$ cat src/rtl/lfsr_sat_counter.sv
// Saturating up-counter with synchronous clear; an increment in the same cycle as a clear yields 1.
// Latency 1 cycle from inc/clr to count; no backpressure.
module lfsr_sat_counter #(
  parameter int W = 16
) (
  input  logic         clk,
  input  logic         rst,
  input  logic         inc,
  input  logic         clr,
  output logic [W-1:0] count
);
  logic [W-1:0] count_q;

  always_ff @(posedge clk) begin
    if (rst) begin
      count_q <= '0;
    end else if (inc) begin
      if (clr)                count_q <= W'(1);
      else if (count_q != '1) count_q <= count_q + W'(1);
    end else if (clr) begin
      count_q <= '0;
    end
  end

  assign count = count_q;
endmodule

$ cat config.mk
export PLATFORM = sky130hd
export DESIGN_NAME = lfsr_sat_counter
export DESIGN_NICKNAME = d
export VERILOG_FILES = /design/src/rtl/lfsr_sat_counter.sv
export SDC_FILE = /design/constraint.sdc
export NUM_CORES = 1
export LEC_CHECK = 0
export ABC_AREA = 1
export BUFFER_PORTS_ARGS = -buffer_cell sky130_fd_sc_hd__buf_2
export CAP_MARGIN = 20
export CORE_MARGIN = 2
export CORE_UTILIZATION = 54
export DETAILED_ROUTE_END_ITERATION = 16
export GPL_TIMING_DRIVEN = 0
export HOLD_SLACK_MARGIN = 0.05
export PLACE_DENSITY = 0.78
export SYNTH_ARGS = -nofsm -noshare
export SYNTH_HDL_FRONTEND = slang
export SYNTH_SLANG_ARGS = --single-unit
$ cat constraint.sdc
create_clock -name clk -period 2.05 [get_ports clk]
set_clock_uncertainty 0.2 [all_clocks]
set_input_delay 0.41 -clock clk [delete_from_list [all_inputs] [get_ports clk]]
set_output_delay 0.41 -clock clk [all_outputs]
set_load 0.02 [all_outputs]
==> metrics.txt, run 1 <==
DRC=0; placed inst area=about 0.0012 mm²; CTS tree=done; mean number of vias per cell=5.21; ANT cells=0; # hold bufs at CTS=0; Placer Congestion=approximately 0.9; Slew Limit Fails=0; Cell Pwr Density=428 mW/mm²; die height=between 40 and 50 µm; Via Count=around 1100; FF+latch area=320 µm²; worst-skew pair later-pin latency=0.29 ns; design area=roughly 0.0012 mm²; status=finished clean; starting density of the core=0.561; sequential-to-total area share from yosys stat=0.297; Post-CTS Resized=0; kind of critical path=flop to flop; row count=16; synth top area cells=dfxtp_1 30%, nand2_1 14%, inv_1 8.0%, nor2_1 7.3%, nand3_1 7.0%; Mapped Area=between 0.001 and 0.0015 mm²; Sink Count=16; Synth Instances=approximately 170; startpoint type of the worst setup path=flop; peak supply drop=0.282 mV; WP data arrival=between 1.5 and 2 ns; Hold Path Class=primary input to flop; Mean Syn Cell Area=between 6 and 7 µm²; Final setup viols=0; Fillers=between 150 and 200; post-route ant nets=0; Hold Vio Cnt, Final=0; Area Overhead vs Synth=13.1%; Synth cell types=24; cell accounting for the most synthesized area=dfxtp_1; TritonCTS buffer count=3; Final period util=0.888; grt ovf=0; HPWL Detailed=approximately 1800 µm; most common cell after layout, fill and taps aside=nand2_1; H-tree levels=1; most frequent cells in the layout=40 x nand2_1, 23 x inv_1, 21 x nor2_1; fin nets=just under 200; clock-pin slew on the worst setup and hold paths=around 0.1 ns; Routed WL=between 2000 and 2500 µm; top cell type's share of synthesized area=0.297; port bufs=17; worst-path maximum fanout=10; Root Driver=clkbuf_4; Non-Filler Instances=approximately 210; total placed cells including tap cells=approximately 210; CP endpoint kind=flop; RSZ-0062 raised after global routing=false; LEAKAGE=between 0.5 and 0.6 nW; drt pass-1 iters=4; #FFs+latches synth=16; Net Count, Synth=around 170; Total GRT Usage=0.221; clock buffer depth=2; global-route wire length before repair=4150 µm; initial antenna violation count=0; vias in the first global route=about 980; WP data required=roughly 2.1 ns; area of the multi-input gates=approximately 640 µm²; Slew HR=0.692; CORE AREA=around 0.0019 mm²; WL per Instance=~11 µm; max-cap violations=0; measured slew at the worst slew-check pin=around 0.46 ns; post-CTS setup buffers=0; largest net degree at the start of global routing=11; max reg flops=16; Final min period=about 1.8 ns; I/O pins=20; Fmax achieved=about 550 MHz; DRT iter0 DRCs=31; die area=~0.0024 mm²; width of the die=48.7 µm; Setup TNS=0 ns; Final Util=0.635; Synth Warn #=0; layout cell share with drive strength beyond 1=0.241
Yosys cell counts, drive strengths merged:
cell type  instances
nand2             46
inv               26
nor2              26
nand3             19
dfxtp             16
a21oi             12
nand4             12
buf                3
o21ai              2
or2                2
clkbuf             1
ha                 1
o21bai             1
final timing paths:
path / start / end / slack (ns) / depth (start not counted)
max reg2reg: count[0]$_SDFFE_PP0P_ / count[13]$_SDFFE_PP0P_ / 0.23 / 8
max: count[0]$_SDFFE_PP0P_ / count[13]$_SDFFE_PP0P_ / 0.23 / 8
min reg2reg: count[7]$_SDFFE_PP0P_ / count[7]$_SDFFE_PP0P_ / 0.33 / 2
min: clr / count[10]$_SDFFE_PP0P_ / 0.27 / 4
metal layers:
layer	part of all wire	routed length (µm)	track usage	vias to the layer above
met4	0.015	35	0.0857	0
met1	0.48	1150	0.304	510
met2	0.47	1120	0.349	23
met5	0	0	0	-
li1	-	-	-	576
met3	0.038	90	0.0340	5
report_power, final:
group | switching (mW) | leakage (nW) | total, mW | internal (mW)
logic | 0.0272 | 0.374 | 0.0365 | 0.00924
clock network | 0.102 | 0.0138 | 0.171 | 0.0683
registers | 0.00270 | 0.129 | 0.315 | 0.312
worst max-delay path, cell delays in order, from the launching register on:
cell and delay [ns]:
dfxtp_1 0.44, ha_1 0.24, nand2_2 0.09, nor2_4 0.18, nand4_2 0.18, buf_6 0.19, nand3_2 0.05, nand2_1 0.06
a21oi_2 0.12
cell families after synthesis:
logic type / after synthesis / synth area share
buf+inv: 30 / 0.113
flops: 16 / 0.297
fa+ha+maj: 1 / 0.0116
compound gates: 15 / 0.0789
simple gates: 105 / 0.500
area by class of cell:
type,instances,area share
Clock buffer,3,0.0185
Sequential cell,16,0.263
Timing Repair Buffer,17,0.0697
Tap cell,27,0.0277
Inverter,26,0.0800
Buffer,4,0.0195
Multi-Input combinational cell,121,0.522
per-stage QoR:
stage               setup slack (ns)  power [mW]  hold slack (ns)
finish                         0.229       0.522            0.272
global route                  0.0612       0.537            0.286
CTS                            0.240       0.526            0.263
detailed placement             0.278       0.359            0.317
global placement               0.308       0.358            0.301
floorplan                      0.292       0.348            0.369
No activity file was read; power rests on OpenSTA's default activity.
==> run 2, diff against run 1 <==
CORE_MARGIN = 5   (was 2)
==> run 2 against run 1 <==
Effect of this change: clock power is 28% higher; highest routed layer unchanged; count of clock-buffer cells in the layout increased by 1; global-route usage is 2.3 points lower; flip-flop and latch count unchanged; register-to-register slack about the same; sequential power barely moved; final cell count rose by 0.47%; total power increased by 9.2%.
==> metrics.txt, run 2 (synthesized netlist as in run 1, its figures left out) <==
design area=between 0.001 and 0.0015 mm²; Slew Limit Fails=0; Final period util=0.888; vias in the first global route=roughly 1100; Via Count=approximately 1100; Non-Filler Instances=between 200 and 250; DRC=0; largest net degree at the start of global routing=11; ANT cells=0; starting density of the core=0.555; CTS tree=done; total placed cells including tap cells=approximately 210; max reg flops=16; die height=between 50 and 60 µm; LEAKAGE=approximately 0.52 nW; CP delay by family, top=simple AND/OR/NAND/NOR gates; Placer Congestion=roughly 0.9; Final min period=roughly 1.8 ns; row count=16; startpoint type of the worst setup path=flop; WP data required=2.08 ns; drt pass-1 iters=5; placed inst area=approximately 0.0012 mm²; CORE AREA=0.00194 mm²; Total GRT Usage=0.199; worst-path maximum fanout=10; # hold bufs at CTS=0; Root Driver=clkbuf_4; H-tree levels=1; max-cap violations=0; HPWL Detailed=2010 µm; layout cell share with drive strength beyond 1=0.245; Cell Pwr Density=roughly 460 mW/mm²; Hold Vio Cnt, Final=0; pre-CTS setup slack=around 0.28 ns; Setup TNS=0 ns; global-route wire length before repair=around 4400 µm; most frequent cells in the layout=40 x nand2_1, 23 x inv_1, 21 x nor2_1; crit path cell chain=ha_1, nand2_2, nor2_4, nand4_2, buf_6, nand3_2, nand2_1, a21oi_1; post-CTS setup buffers=0; WL per Instance=between 10 and 15 µm; Sink Count=16; Final WS setup=between 0.2 and 0.25 ns; kind of critical path=flop to flop; clock buffer depth=2; status=finished clean; Area Overhead vs Synth=14.4%; CP endpoint kind=flop; Post-CTS Resized=0; TritonCTS buffer count=3; mean number of vias per cell=5.26; Fmax achieved=549 MHz; Slew HR=0.670; port bufs=17; WP buf/inv=1; DRT iter0 DRCs=25; clock-pin slew on the worst setup and hold paths=about 0.11 ns; post-route ant nets=0; max incr delay on CP=between 0.4 and 0.5 ns; Final setup viols=0; I/O pins=20; fin nets=between 150 and 200; Hold Path Class=primary input to flop; measured slew at the worst slew-check pin=around 0.5 ns; Final Util=0.635; grt ovf=0; peak supply drop=slightly above 0.3 mV; RSZ-0062 raised after global routing=false; most common cell after layout, fill and taps aside=nand2_1; worst-skew pair later-pin latency=0.30 ns; initial antenna violation count=0; WP data arrival=between 1.5 and 2 ns; Routed WL=approximately 2600 µm; width of the die=54.7 µm; die area=between 0.002 and 0.003 mm²; slowest CP cell=dfxtp_1
## run 2: report_power, final
group / switching (mW) / internal (mW) / leakage [nW]
sequential: 0.00243 / 0.312 / 0.129
clock: 0.110 / 0.108 / 0.0210
combinational: 0.0277 / 0.00927 / 0.374
## run 2: cell type report
type                    instances  area [µm²]
plain buffers                   4        23.8
fillers                       189         708
repair buffers                 17        85.1
well taps                      27        33.8
inverters                      26        97.6
clock buffers                   4        36.3
multi-input cells             121         637
flip-flops and latches         16         320
## run 2: metal layers
metal | wire [µm] | GRT usage | part of all wire | up-vias
met4 | 27 | 0.0954 | 0.011 | 0
met3 | 133 | 0.0272 | 0.052 | 5
met2 | 1330 | 0.358 | 0.52 | 37
li1 | - | - | - | 578
met5 | 0 | 0 | 0 | -
met1 | 1070 | 0.225 | 0.42 | 511
## run 2: path summary, 6_finish.rpt
kind	start	slack, ns	end	cells past startpoint
worst max-delay path	count[0]$_SDFFE_PP0P_	0.23	count[7]$_SDFFE_PP0P_	8
worst min-delay path	clr	0.26	count[1]$_SDFFE_PP0P_	4
worst max register to register	count[0]$_SDFFE_PP0P_	0.23	count[7]$_SDFFE_PP0P_	8
worst min register to register	count[1]$_SDFFE_PP0P_	0.33	count[1]$_SDFFE_PP0P_	2
## run 2: worst min-delay path, stage by stage
cell	delay [ns]
buf_2	0.10
nor2_1	0.07
nand3_1	0.08
a21oi_1	0.06
## run 2: stage by stage
| step | hold WS, ns | power [mW] |
|---|---|---|
| 2_1_floorplan | 0.369 | 0.348 |
| 3_3_place_gp | 0.297 | 0.358 |
| 3_5_place_dp | 0.315 | 0.358 |
| 4_1_cts | 0.259 | 0.573 |
| 5_1_grt | 0.283 | 0.592 |
| 6_report | 0.262 | 0.570 |
